**src/rtl/des_pkg.sv**
```systemverilog
`default_nettype none
// ============================================================================
// Module  : des_pkg
// Brief   : Shared DES widths, IP/FP tables, permutation helpers, serializer state.
// Rev     : 1.0
// ============================================================================
package des_pkg;

    localparam int DES_BLOCK_W = 64;
    localparam int DES_HALF_W  = 32;

    // Entries are 1-based source positions, big-endian (position 1 = MSB).
    localparam logic [0:63][6:0] FP_TABLE = {
        7'd40, 7'd8,  7'd48, 7'd16, 7'd56, 7'd24, 7'd64, 7'd32,
        7'd39, 7'd7,  7'd47, 7'd15, 7'd55, 7'd23, 7'd63, 7'd31,
        7'd38, 7'd6,  7'd46, 7'd14, 7'd54, 7'd22, 7'd62, 7'd30,
        7'd37, 7'd5,  7'd45, 7'd13, 7'd53, 7'd21, 7'd61, 7'd29,
        7'd36, 7'd4,  7'd44, 7'd12, 7'd52, 7'd20, 7'd60, 7'd28,
        7'd35, 7'd3,  7'd43, 7'd11, 7'd51, 7'd19, 7'd59, 7'd27,
        7'd34, 7'd2,  7'd42, 7'd10, 7'd50, 7'd18, 7'd58, 7'd26,
        7'd33, 7'd1,  7'd41, 7'd9,  7'd49, 7'd17, 7'd57, 7'd25
    };

    localparam logic [0:63][6:0] IP_TABLE = {
        7'd58, 7'd50, 7'd42, 7'd34, 7'd26, 7'd18, 7'd10, 7'd2,
        7'd60, 7'd52, 7'd44, 7'd36, 7'd28, 7'd20, 7'd12, 7'd4,
        7'd62, 7'd54, 7'd46, 7'd38, 7'd30, 7'd22, 7'd14, 7'd6,
        7'd64, 7'd56, 7'd48, 7'd40, 7'd32, 7'd24, 7'd16, 7'd8,
        7'd57, 7'd49, 7'd41, 7'd33, 7'd25, 7'd17, 7'd9,  7'd1,
        7'd59, 7'd51, 7'd43, 7'd35, 7'd27, 7'd19, 7'd11, 7'd3,
        7'd61, 7'd53, 7'd45, 7'd37, 7'd29, 7'd21, 7'd13, 7'd5,
        7'd63, 7'd55, 7'd47, 7'd39, 7'd31, 7'd23, 7'd15, 7'd7
    };

    typedef enum logic [0:0] {
        IDLE = 1'b0,
        SEND = 1'b1
    } ser_state_t;

    function automatic int beats_of(input int out_w);
        return DES_BLOCK_W / out_w;
    endfunction

    // Vectors are [63:0] here, so big-endian position p lives at bit 64-p.
    function automatic logic [63:0] fp(input logic [63:0] x);
        logic [63:0] y;
        y = '0;
        for (int i = 0; i < 64; i++) begin
            y = {y[62:0], x[6'(DES_BLOCK_W - int'(FP_TABLE[i[5:0]]))]};
        end
        return y;
    endfunction

    function automatic logic [63:0] ip(input logic [63:0] x);
        logic [63:0] y;
        y = '0;
        for (int i = 0; i < 64; i++) begin
            y = {y[62:0], x[6'(DES_BLOCK_W - int'(IP_TABLE[i[5:0]]))]};
        end
        return y;
    endfunction

endpackage
`default_nettype wire

```
**src/rtl/final_permutation.sv**
```systemverilog
`default_nettype none
// ============================================================================
// Module  : final_permutation
// Brief   : Combinational DES IP^-1 on a big-endian [0:63] block.
// Rev     : 1.0
// ============================================================================
module final_permutation
    import des_pkg::*;
(
    input  logic [0:DES_BLOCK_W-1] i_data,
    output logic [0:DES_BLOCK_W-1] o_data
);

    for (genvar i = 0; i < DES_BLOCK_W; i++) begin : g_bit
        localparam int c_src = int'(FP_TABLE[i]) - 1;
        assign o_data[i] = i_data[c_src];
    end

endmodule
`default_nettype wire

```
**src/rtl/des_output_stage.sv**
```systemverilog
`default_nettype none
// ============================================================================
// Module  : des_output_stage
// Brief   : Swap L16/R16, apply IP^-1, buffer 2 blocks, stream MSB-first beats.
// Rev     : 1.0
// ============================================================================
module des_output_stage
    import des_pkg::*;
#(
    parameter int OUT_W = 8,
    parameter int DEPTH = 2
) (
    input  logic                  clk,
    input  logic                  rst,
    input  logic                  in_valid,
    output logic                  in_ready,
    input  logic [DES_HALF_W-1:0] in_left,
    input  logic [DES_HALF_W-1:0] in_right,
    output logic                  out_valid,
    input  logic                  out_ready,
    output logic [OUT_W-1:0]      out_data,
    output logic                  out_last,
    output logic [15:0]           blk_count
);

    localparam int BEATS    = beats_of(OUT_W);
    localparam int c_beat_w = (BEATS > 1) ? $clog2(BEATS) : 1;
    localparam logic [c_beat_w-1:0] c_last_beat = c_beat_w'(BEATS - 1);

    if (DEPTH != 2) begin : g_depth_check
        $error("des_output_stage: DEPTH must be 2");
    end
    if ((OUT_W < 1) || (OUT_W > DES_BLOCK_W) || ((DES_BLOCK_W % OUT_W) != 0)) begin : g_out_w_check
        $error("des_output_stage: OUT_W must divide 64");
    end

    logic [DES_BLOCK_W-1:0] w_pre;
    logic [DES_BLOCK_W-1:0] w_blk;
    logic [DES_BLOCK_W-1:0] w_next_head;
    logic                   w_push;
    logic                   w_pop;
    logic                   w_last_beat;
    logic                   w_more;

    logic [DES_BLOCK_W-1:0] r_mem [0:1];
    logic                   r_wr_ptr;
    logic                   r_rd_ptr;
    logic [1:0]             r_count;

    ser_state_t             r_state;
    logic                   r_out_valid;
    logic                   r_out_last;
    logic [DES_BLOCK_W-1:0] r_shift;
    logic [c_beat_w-1:0]    r_beat;
    logic [15:0]            r_blk_count;

    assign w_pre = {in_right, in_left};

    final_permutation u_final_permutation (
        .i_data (w_pre),
        .o_data (w_blk)
    );

    assign in_ready    = !rst && (r_count != 2'd2);
    assign w_push      = in_valid && in_ready;
    assign w_last_beat = (r_beat == c_last_beat);
    assign w_pop       = (r_state == SEND) && out_ready && w_last_beat;

    // A block arriving on the same edge as the last beat is forwarded so the
    // serializer can continue without a bubble.
    assign w_more      = (r_count == 2'd2) || w_push;
    assign w_next_head = (r_count == 2'd2) ? r_mem[~r_rd_ptr] : w_blk;

    always_ff @(posedge clk) begin
        if (w_push) begin
            r_mem[r_wr_ptr] <= w_blk;
        end
    end

    always_ff @(posedge clk) begin
        if (rst) begin
            r_wr_ptr <= 1'b0;
            r_rd_ptr <= 1'b0;
            r_count  <= 2'd0;
        end else begin
            if (w_push) begin
                r_wr_ptr <= ~r_wr_ptr;
            end
            if (w_pop) begin
                r_rd_ptr <= ~r_rd_ptr;
            end
            case ({w_push, w_pop})
                2'b10:   r_count <= r_count + 2'd1;
                2'b01:   r_count <= r_count - 2'd1;
                default: r_count <= r_count;
            endcase
        end
    end

    // The current beat is always the top OUT_W bits of r_shift.
    always_ff @(posedge clk) begin
        if (rst) begin
            r_state     <= IDLE;
            r_out_valid <= 1'b0;
            r_out_last  <= 1'b0;
            r_shift     <= '0;
            r_beat      <= '0;
            r_blk_count <= 16'd0;
        end else begin
            case (r_state)
                IDLE: begin
                    if (r_count != 2'd0) begin
                        r_state     <= SEND;
                        r_out_valid <= 1'b1;
                        r_out_last  <= (c_last_beat == '0);
                        r_shift     <= r_mem[r_rd_ptr];
                        r_beat      <= '0;
                    end
                end
                SEND: begin
                    if (out_ready) begin
                        if (w_last_beat) begin
                            r_blk_count <= r_blk_count + 16'd1;
                            r_beat      <= '0;
                            if (w_more) begin
                                r_out_last <= (c_last_beat == '0);
                                r_shift    <= w_next_head;
                            end else begin
                                r_state     <= IDLE;
                                r_out_valid <= 1'b0;
                                r_out_last  <= 1'b0;
                            end
                        end else begin
                            r_beat     <= r_beat + 1'b1;
                            r_out_last <= ((r_beat + 1'b1) == c_last_beat);
                            r_shift    <= r_shift << OUT_W;
                        end
                    end
                end
                default: begin
                    r_state     <= IDLE;
                    r_out_valid <= 1'b0;
                    r_out_last  <= 1'b0;
                end
            endcase
        end
    end

    assign out_valid = r_out_valid;
    assign out_last  = r_out_last;
    assign out_data  = r_shift[DES_BLOCK_W-1 -: OUT_W];
    assign blk_count = r_blk_count;

endmodule
`default_nettype wire
```
**config.mk**
```make
export PLATFORM = sky130hd
export DESIGN_NAME = des_output_stage
export DESIGN_NICKNAME = d
export VERILOG_FILES = /design/src/rtl/des_pkg.sv /design/src/rtl/final_permutation.sv /design/src/rtl/des_output_stage.sv
export SDC_FILE = /design/constraint.sdc
export NUM_CORES = 1
export LEC_CHECK = 0
export ABC_AREA = 1
export BUFFER_PORTS_ARGS = -buffer_cell sky130_fd_sc_hd__clkbuf_2
export CAP_MARGIN = 5
export CORE_UTILIZATION = 65
export DETAILED_ROUTE_END_ITERATION = 16
export PLACE_DENSITY = 0.95
export RECOVER_POWER = 100
export SETUP_SLACK_MARGIN = 0.5
export SLEW_MARGIN = 15
export SYNTH_ARGS = -nofsm -noshare
export SYNTH_HDL_FRONTEND = slang
export SYNTH_HIERARCHICAL = 1
export SYNTH_SLANG_ARGS = --single-unit
```
**constraint.sdc**
```tcl
create_clock -name clk -period 12.4 [get_ports clk]
set_clock_uncertainty 0.15 [all_clocks]
set_input_delay 0 -clock clk [delete_from_list [all_inputs] [get_ports clk]]
set_output_delay 0 -clock clk [all_outputs]
set_load 0.02 [all_outputs]
```
==> reports/results.txt <==
Run status: finished with violations
Violations in the final reports: capacitance limit, slew limit
Mapped Nets: 1361
# setup viols final: 0
Count of instances resized after the clock tree is built: 0
Data arrival at the endpoint of the critical path: 7.20 ns
Worst IR drop on VDD: 0.1416 mV
Clock transition time at the flip-flop clock pins of the worst setup and hold paths: 0.06 ns
Final setup TNS: 0 ns
Number of buffer cells added on primary ports: 94
Initial standard-cell utilization of the core: 0.6612
Antenna-violating nets left: 0
Number of slew-limit violations in the final report: 323
Least-Margin Pin Slew: 4.088 ns
Root buffer selected by CTS: clkbuf_16
Detailed Route WL: 27440 um
CTS Buf Count: 23
CP endpoint kind: register
I/O pin count: 95
Critical Setup Path Class: register to register
Number of clock sinks: 219
Fraction of final layout cells sized beyond drive strength 1: 0.03430
Period Utilization, post-route: 0.5884
Total of warnings raised by yosys: 6
Final Hold Slack: 0.1206 ns
Critical path fanouts, max: 68
Post-DR wirelength/cell: 17.58 um
Power density of the placed cells: 138.4 mW/mm2
Netlist Area Pre-Place: 0.01093 mm2
Die width: 131.6 um
DRT Pass-1 Iters: 6
Overall Global Routing Usage: 0.3133
Vertical die dimension: 131.6 um
Unrepaired setup endpoints after global routing: no
Routability congestion estimate from global placement: 0.8518
Maximum buffer depth of the clock tree: 3
First-pass GRT wire length: 44240 um
Leftover overflow at the end of global routing: 0
Sequential share of the synthesized area: 0.5186
Floorplan die area: 0.01733 mm2
Clock latency at the later pin of the worst-skew pair: 0.51 ns
Final net count: 1398
Mean number of vias per cell: 6.149
Filler cells: 1194
Standard cell core area: 0.01652 mm2
Number of distinct library cell variants in the gate-level netlist after synthesis: 28
Ant diodes: 0
Tmin final: 7.296 ns
Worst hold path class: input port to register
Worst slew slack as a fraction of its limit: -1.726
Vias: 9598
Final Worst Setup Slack: 5.104 ns
Worst Path Required: 12.31 ns
Worst-case setup slack after placement: 9.086 ns
Pin count of the biggest net entering global routing: 120
Clock tree from TritonCTS: built
Post-route DRC: 0
Layout area overhead: 9.815%
Number of global-route vias before repair: 9060
Crit start category: register
FP Rows: 47
Initial antenna violation count: 0
# Max-Cap Violations: 6
Final-report hold violation count: 0
Leakage power summed over all cells: 4.399 nW
Synthesized netlist cell count: 1288
HPWL after detailed placement: 14990 um
Count of state elements after synthesis: 219
Post-synthesis average cell area: 8.483 um2
CTS H-tree depth: 1
Detailed router's first-iteration violation count: 1292
Max Fclk: 137.1 MHz
[layout by cell type (no fill, tap or decap), drive strengths merged]
cell | synthesis | final
a21oi | 193 | 193
a31oi | 2 | 2
buf | 103 | 7
clkbuf | 57 | 128
clkinv | 0 | 9
clkinvlp | 0 | 1
dfxtp | 91 | 91
dlygate4sd3 | 0 | 69
edfxtp | 128 | 128
ha | 5 | 5
inv | 96 | 95
nand2 | 161 | 161
nand3 | 24 | 24
nand3b | 1 | 1
nand4 | 4 | 4
nor2 | 152 | 152
nor3 | 3 | 3
o211ai | 69 | 69
o21a | 1 | 1
o21ai | 195 | 195
o21bai | 1 | 1
or2 | 1 | 1
xor2 | 1 | 1
[synth_stat cells]
master | count | share of area
nand3b_1 | 1 | 0.00069
edfxtp_1 | 128 | 0.35
nor2_1 | 152 | 0.052
inv_1 | 92 | 0.032
dfxtp_1 | 91 | 0.17
nand3_2 | 1 | 0.00092
nor3_1 | 3 | 0.0014
clkbuf_1 | 57 | 0.020
xor2_1 | 1 | 0.00080
o211ai_1 | 69 | 0.047
buf_1 | 5 | 0.0017
inv_2 | 4 | 0.0014
o21bai_1 | 1 | 0.00069
o21ai_0 | 182 | 0.083
ha_1 | 5 | 0.0057
nand2_4 | 2 | 0.0021
a31oi_1 | 2 | 0.0011
buf_6 | 7 | 0.0072
o21a_1 | 1 | 0.00069
nand3_4 | 1 | 0.0016
buf_2 | 14 | 0.0064
buf_4 | 77 | 0.053
nand2_1 | 159 | 0.055
a21oi_1 | 193 | 0.088
nand3_1 | 22 | 0.010
or2_2 | 1 | 0.00057
nand4_1 | 4 | 0.0023
o21ai_1 | 13 | 0.0060
[critical path: stages (launching register included)]
cell and delay [ns]:
dfxtp_1 0.42, inv_1 0.09, nand2_1 1.85, nand3_1 0.61
nor2_1 1.57, clkbuf_1 2.12
[final cells by class]
| class | instances | area (um2) | area share |
|---|---|---|---|
| Inverter | 96 | 360.3 | 0.03003 |
| Clock buffer | 32 | 629.4 | 0.05246 |
| Clock inverter | 9 | 48.80 | 0.004067 |
| Timing Repair Buffer | 172 | 1107 | 0.09229 |
| Multi-Input combinational cell | 813 | 3908 | 0.3257 |
| Sequential cell | 219 | 5669 | 0.4725 |
| Tap cell | 220 | 275.3 | 0.02294 |
[sequential cells by signal, summed over array words and instances (netlist names), named ones only]
| name | cells |
|---|---|
| r_shift | 64 |
| r_wr_ptr | 1 |
| blk_count | 16 |
| r_count | 2 |
| r_mem | 128 |
| out_last | 1 |
| r_rd_ptr | 1 |
| out_valid | 1 |
| r_state | 1 |
| r_beat | 3 |
[metrics by stage]
step	cells	power (W)	util	cell area (um2)
final	1561	0.001661	0.7261	12000
after global routing	1561	0.001713	0.7261	12000
after CTS	1561	0.001660	0.7365	12170
after detailed placement	1451	0.001022	0.6537	10800
after global placement	1451	0.001014	0.6537	10800
after floorplan	1288	0.0009961	-	10930
[layer usage]
| layer | wire [um] | vias to the layer above | global-route usage |
|---|---|---|---|
| li1 | - | 4428 | - |
| met1 | 10480 | 4390 | 0.4101 |
| met2 | 13100 | 678 | 0.5162 |
| met3 | 2956 | 102 | 0.05363 |
| met4 | 899 | 0 | 0.1298 |
| met5 | 0 | - | 0 |
[report_power, final]
part	total, W	switching (W)	internal [W]
clock	0.000631	0.000276	0.000354
sequential	0.000856	0.0000369	0.000820
combinational	0.000174	0.000111	0.0000630
[worst paths after layout]
path | from | to | slack (ns) | depth (start not counted)
max | r_count[0]$_SDFFE_PP0P_ | r_mem[1][43]$_DFFE_PP_ | 5.10 | 5
min | in_left[7] | r_mem[1][1]$_DFFE_PP_ | 0.12 | 2
max reg2reg | r_count[0]$_SDFFE_PP0P_ | r_mem[1][43]$_DFFE_PP_ | 5.10 | 5
min reg2reg | out_valid$_SDFFE_PP0P_ | out_valid$_SDFFE_PP0P_ | 0.32 | 2
[cell families (layout without fill, tap and decap cells)]
kind of cell / count (synthesis) / after routing / share of synthesized area
flops: 219 / 219 / 0.5186
buf+inv: 256 / 309 / 0.1208
compound gates: 461 / 461 / 0.2277
xor+xnor: 1 / 1 / 0.0008018
simple gates: 346 / 346 / 0.1264
fa+ha+maj: 5 / 5 / 0.005726
[what timing repair did]
action / 4_1_cts / 5_1_grt
hold endpoints to repair: 252 / 0
hold buffers: 69 / 0
setup buffers: 0 / 0
Power figures use the tool's default switching activity.
